<file path="src/rtl/vsweep_pkg.sv">
// Shared definitions for the vector sweep sequencer.
//   state_t : sequencer FSM states
//   nvec()  : sweep length for a given UUC input width (2**width)
package vsweep_pkg;

  typedef enum logic [1:0] {
    IDLE  = 2'd0,
    DRIVE = 2'd1,
    HOLD  = 2'd2,
    DONE  = 2'd3
  } state_t;

  function automatic int nvec(input int width);
    return 1 << width;
  endfunction

endpackage

</file>
<file path="src/rtl/settle_timer.sv">
// Settle-window counter for one swept vector.
//   clk : clock, state on rising edge
//   rst : synchronous active-high reset
//   clr : return the count to 0
//   inc : count up by one (ignored when clr is high)
//   at  : count has reached SETTLE
// The count never exceeds SETTLE, so it is sized to $clog2(SETTLE+1) bits,
// with a minimum of 1 bit.
module settle_timer #(
  parameter int  SETTLE = 1,
  localparam int CW     = (SETTLE > 0) ? $clog2(SETTLE + 1) : 1
) (
  input  logic clk,
  input  logic rst,
  input  logic clr,
  input  logic inc,
  output logic at
);

  logic [CW-1:0] cnt;

  always_ff @(posedge clk) begin
    if (rst || clr)
      cnt <= '0;
    else if (inc)
      cnt <= cnt + CW'(1);
  end

  assign at = (cnt == CW'(SETTLE));

endmodule

</file>
<file path="src/rtl/vector_sweep_ctrl.sv">
// Exhaustive input sweep of a small combinational unit under control (UUC).
// Drives vectors 0..NVEC-1 on uuc_a, holding each SETTLE+1 cycles, samples
// uuc_x on the last edge of each window into result, then compares result
// with the expected table.
//   clk, rst : clock, synchronous active-high reset
//   start    : request a sweep (accepted in IDLE only, abort has priority)
//   abort    : cancel a sweep in progress; partial result is kept
//   expected : expected truth table, bit k for vector k; sampled as the
//              final vector is captured
//   uuc_a    : vector driven to the UUC
//   uuc_x    : UUC output
//   busy     : sweep in progress
//   done     : one-cycle completion pulse
//   pass     : result == expected, valid with done, held until next start
//   result   : captured truth table, bit k = uuc_x seen for vector k
module vector_sweep_ctrl
  import vsweep_pkg::*;
#(
  parameter int  WIDTH  = 4,
  parameter int  SETTLE = 1,
  localparam int NVEC   = nvec(WIDTH)
) (
  input  logic             clk,
  input  logic             rst,
  input  logic             start,
  input  logic             abort,
  input  logic [NVEC-1:0]  expected,
  output logic [WIDTH-1:0] uuc_a,
  input  logic             uuc_x,
  output logic             busy,
  output logic             done,
  output logic             pass,
  output logic [NVEC-1:0]  result
);

  state_t          state, state_nxt;
  logic            go, cap, quit, last;
  logic            t_clr, t_inc, t_at;
  logic [NVEC-1:0] res_nxt;

  settle_timer #(.SETTLE(SETTLE)) u_timer (
    .clk (clk),
    .rst (rst),
    .clr (t_clr),
    .inc (t_inc),
    .at  (t_at)
  );

  assign last = (uuc_a == WIDTH'(NVEC - 1));

  always_ff @(posedge clk) begin
    if (rst) state <= IDLE;
    else     state <= state_nxt;
  end

  // The timer is cleared whenever a vector starts, so in DRIVE t_at is only
  // true when SETTLE==0; that single test covers both the DRIVE-capture and
  // the HOLD-capture cases.
  always_comb begin
    state_nxt = state;
    go        = 1'b0;
    cap       = 1'b0;
    quit      = 1'b0;
    t_clr     = 1'b0;
    t_inc     = 1'b0;
    case (state)
      IDLE: begin
        if (start && !abort) begin
          go        = 1'b1;
          t_clr     = 1'b1;
          state_nxt = DRIVE;
        end
      end
      DRIVE, HOLD: begin
        if (abort) begin
          quit      = 1'b1;
          t_clr     = 1'b1;
          state_nxt = IDLE;
        end else if (t_at) begin
          cap       = 1'b1;
          t_clr     = 1'b1;
          state_nxt = last ? DONE : DRIVE;
        end else begin
          t_inc     = 1'b1;
          state_nxt = HOLD;
        end
      end
      DONE:    state_nxt = IDLE;
      default: state_nxt = IDLE;
    endcase
  end

  // Result with the current vector's sample merged in; pass is judged on
  // this so it is ready in the same cycle as done.
  always_comb begin
    res_nxt        = result;
    res_nxt[uuc_a] = uuc_x;
  end

  always_ff @(posedge clk) begin
    if (rst) begin
      uuc_a  <= '0;
      result <= '0;
      pass   <= 1'b0;
    end else begin
      if (go) begin
        uuc_a  <= '0;
        result <= '0;
        pass   <= 1'b0;
      end
      if (cap) begin
        result <= res_nxt;
        if (last) pass  <= (res_nxt == expected);
        else      uuc_a <= uuc_a + WIDTH'(1);
      end
      if (quit || state == DONE) uuc_a <= '0;
      if (quit) pass <= 1'b0;
    end
  end

  assign busy = (state == DRIVE) || (state == HOLD);
  assign done = (state == DONE);

endmodule
</file>
<file path="config.mk">
export PLATFORM = sky130hd
export DESIGN_NAME = vector_sweep_ctrl
export DESIGN_NICKNAME = d
export VERILOG_FILES = /design/src/rtl/vsweep_pkg.sv /design/src/rtl/settle_timer.sv /design/src/rtl/vector_sweep_ctrl.sv
export SDC_FILE = /design/constraint.sdc
export NUM_CORES = 1
export LEC_CHECK = 0
export CORE_ASPECT_RATIO = 1.4
export CORE_MARGIN = 4
export CORE_UTILIZATION = 30
export DETAILED_ROUTE_END_ITERATION = 8
export GPL_TIMING_DRIVEN = 0
export PLACE_DENSITY = 0.62
export SLEW_MARGIN = 10
export SYNTH_ARGS = -nofsm -noshare
export SYNTH_HDL_FRONTEND = slang
export SYNTH_HIERARCHICAL = 1
export SYNTH_SLANG_ARGS = --single-unit
</file>
<file path="constraint.sdc">
create_clock -name clk -period 2.9 [get_ports clk]
set_clock_uncertainty 0.2 [all_clocks]
set_input_delay 0.29 -clock clk [delete_from_list [all_inputs] [get_ports clk]]
set_output_delay 0.29 -clock clk [all_outputs]
set_load 0.02 [all_outputs]
</file>
==> flow_summary_export.csv <==
group,metric,value,unit
critical_path,crit_path_cell_trace,"ha_1 > and3b_4 > mux2i_1 > o22ai_1 > a2111oi_2 > nand4_1 > o21ai_1",
detailed_routing,drc,0,
cells_and_area,layoutNonFillerInstCount,341,
die,dieArea,7300,um^2
detailed_routing,viasPerCell,5.38,
critical_path,worst_path_largest_cell_delay,0.46,ns
critical_path,cp-end-kind,"register",
synthesis,syn-num-nets,252,
placed_design,port-buffer-count,43,
critical_path,critPathKind,"reg -> reg",
global_route,grt_overflow,0,
synthesis,ys_warn_count,6,
clock_network,cts.sinks,24,
placed_design,dpl.hpwl,4270,um
critical_path,arrival,2.55,ns
clock_network,tritoncts,"done",
die,die_height,99.5,um
cells_and_area,drive_above_1_share,9.23,%
detailed_routing,wl,5510,um
critical_path,reg2reg_slack,0.36,ns
pwr,power.density,308,nW/um^2
clock_network,cts_resized,0,
min_path,hold_path.class,"reg -> reg",
critical_path,cp-start-kind,"register",
detailed_routing,drt_first_pass_iters,4,
cells_and_area,syn_to_final_growth,31.1,%
clock_network,clock_latency,0.27,ns
die,die_x,73.4,um
timing,rsz0062_at_grt,"no",
synthesis,synthCells,225,
timing,period_needed,2.54,ns
clock_network,cts_inserted_buffers,3,
die,placementRows,33,
timing,hold_viol,0,
detailed_routing,first_iter_violations,96,
placed_design,globalplace.congestion,0.924,
clock_network,clock_path_buffers,2,
pwr,ir_drop,149,uV
synthesis,ys_ff_latch,24,
critical_path,slowest_stage,"dfxtp_1",
die,io-pin-count,44,
timing,tns,0,ns
global_route,grt_pass1_vias,1729,
die,coreArea,5820,um^2
clock_network,ctsHoldBuffers,0,
flow_run,maxCapViolCount,0,
cells_and_area,fillers,603,
synthesis,ys_types,53,
clock_network,root_buffer,"clkbuf_8",
timing,finalMaxSlewViolations,0,
synthesis,synth_area,1800,um^2
detailed_routing,via_count,1834,
cells_and_area,final_nets,300,
synthesis,synth.avg_cell_area,7.98,um^2
clock_network,post-cts-setup-buffer-count,0,
global_route,antenna_found_initial,0,
critical_path,crit_buf_inv,0,
timing,period_share,87.6,%
detailed_routing,ant_nets,0,
status,status,"completed",
die,start_util,30.8,%
global_route,grt_pass1_wl,8690,um
clock_network,cts.clk_slew.worst_paths,0.09,ns
timing,worst_pin_slew,0.580,ns
synthesis,yosysSeqAreaShare,26.8,%
cells_and_area,antenna_cells,0,
timing,fmax,393,MHz
global_route,grt_max_degree,13,
clock_network,cts-htree-levels,1,
pwr,power.leakage,0.825,nW
placed_design,dp.cells,338,
global_route,grtUsageTotal,15.3,%
timing,slew_headroom,61.4,%
critical_path,critical_path_required,2.91,ns
critical_path,cp_top_family,"compound AO/OA/AOI/OAI gates",
critical_path,worst-path-max-fanout,7,
detailed_routing,post_drt_wl_per_cell,16.2,um
timing,setup-violations-final,0,
==> through the flow <==
stage	setup WS, ns	hold slack (ns)	area [um^2]	utilization [%]	power [mW]
after global routing	0.189	0.335	2350	40.4	0.762
final	0.358	0.300	2350	40.4	0.724
after CTS	0.386	0.310	2350	40.4	0.732
after floorplan	0.731	0.161	1800	-	0.453
after detailed placement	0.405	0.281	2310	39.7	0.525
after global placement	0.422	0.290	2310	39.7	0.525
==> cells in the final DEF, fill, tap and decap left out, types with 2 or more instances in the layout <==
| cell | Yosys | layout |
|---|---|---|
| a22oi_1 | 18 | 18 |
| o22ai_1 | 2 | 2 |
| buf_6 | 2 | 2 |
| a21oi_1 | 11 | 11 |
| nand3_1 | 6 | 6 |
| nand4_1 | 2 | 2 |
| and3b_1 | 3 | 3 |
| nand3b_1 | 5 | 5 |
| o2111ai_1 | 2 | 2 |
| xor2_1 | 2 | 2 |
| buf_2 | 3 | 3 |
| nor3b_2 | 2 | 2 |
| nor3_1 | 3 | 3 |
| ha_1 | 6 | 6 |
| o21ai_0 | 24 | 24 |
| nand2b_1 | 5 | 5 |
| buf_4 | 2 | 2 |
| nor3b_1 | 3 | 3 |
| dfxtp_1 | 24 | 24 |
| and3_1 | 2 | 2 |
| nand2_1 | 10 | 10 |
| nor2_1 | 25 | 25 |
| mux2i_1 | 8 | 8 |
| inv_1 | 15 | 15 |
| clkdlybuf4s50_1 | 0 | 43 |
| o32ai_1 | 3 | 3 |
| clkbuf_1 | 4 | 4 |
| xnor2_1 | 7 | 7 |
| clkbuf_8 | 0 | 3 |
==> kinds of logic (layout without fill, tap and decap cells) <==
group,Yosys count,after routing,share of synthesized area [%]
multiplexers,8,8,4.46
flip-flops,24,24,26.8
adder cells (fa/ha/maj),6,6,4.18
buffers and inverters,27,73,7.11
AO/OA/AOI/OAI,74,74,28.0
XOR/XNOR,9,9,4.39
AND/OR/NAND/NOR,77,77,25.1
==> worst register-to-register path, stage by stage (launching register included) <==
cell and delay [ns]:
dfxtp_1 0.46, ha_1 0.34, and3b_4 0.26, mux2i_1 0.31
o22ai_1 0.15, a2111oi_2 0.42, nand4_1 0.17, o21ai_1 0.16
==> routing by layer <==
metal / up-vias / GRT usage [%] / wire length [um]
met5: - / 0 / 0
met4: 0 / 5.44 / 126
met3: 10 / 1.92 / 238
met2: 54 / 25.6 / 2710
met1: 852 / 19.8 / 2440
li1: 918 / - / -
==> report_power, final <==
part	internal [mW]	switching, mW
logic	0.0767	0.0978
clock network	0.0933	0.113
registers	0.336	0.00673
==> final timing paths <==
path / start / endpoint / depth (start not counted)
worst min register to register: pass$_SDFF_PP0_ / pass$_SDFF_PP0_ / 2
worst max-delay path: uuc_a[0]$_SDFF_PP0_ / pass$_SDFF_PP0_ / 7
worst min-delay path: pass$_SDFF_PP0_ / pass$_SDFF_PP0_ / 2
worst max register to register: uuc_a[0]$_SDFF_PP0_ / pass$_SDFF_PP0_ / 7
==> synthesized netlist by cell type (all sizes together) <==
cell     instances  share of area [%]
a2111oi          1               0.84
a211oi           1               0.42
a21oi           11                3.1
a221oi           1               0.49
a22oi           18                7.5
a311o            1               0.56
a311oi           1               0.49
a32oi            1               0.49
and2             2               0.77
and2b            1               0.56
and3             3                1.1
and3b            5                2.7
buf              8                3.1
clkbuf           4               0.84
dfxtp           24                 27
ha               6                4.2
inv             15                3.1
mux2i            8                4.5
nand2           10                2.1
nand2b           5                1.7
nand3            7                2.6
nand3b           5                2.1
nand4            2               0.70
nor2            26                5.6
nor2b            1               0.35
nor3             4                1.4
nor3b            5                2.6
nor4             1               0.70
o2111ai          3                1.8
o211a            1               0.56
o211ai           1               0.42
o21ai           25                7.0
o221ai           1               0.49
o22a             1               0.56
o22ai            3                1.4
o2bb2ai          1               0.49
o32ai            3                1.5
xnor2            7                3.4
xor2             2               0.98
==> state kept, by name, indices dropped and copies added (netlist names) <==
register    flops
state           2
uuc_a           4
result         16
u_timer/at      1
pass            1
==> final cells by class <==
type | count | area, um^2 | area share [%]
inverters | 15 | 56.3 | 2.39
well taps | 70 | 87.6 | 3.72
clock buffers | 3 | 41.3 | 1.75
plain buffers | 12 | 71.3 | 3.03
multi-input cells | 174 | 1190 | 50.4
flip-flops and latches | 24 | 480 | 20.4
repair buffers | 43 | 430 | 18.3
Note: power is estimated with default switching activity, not from simulation.
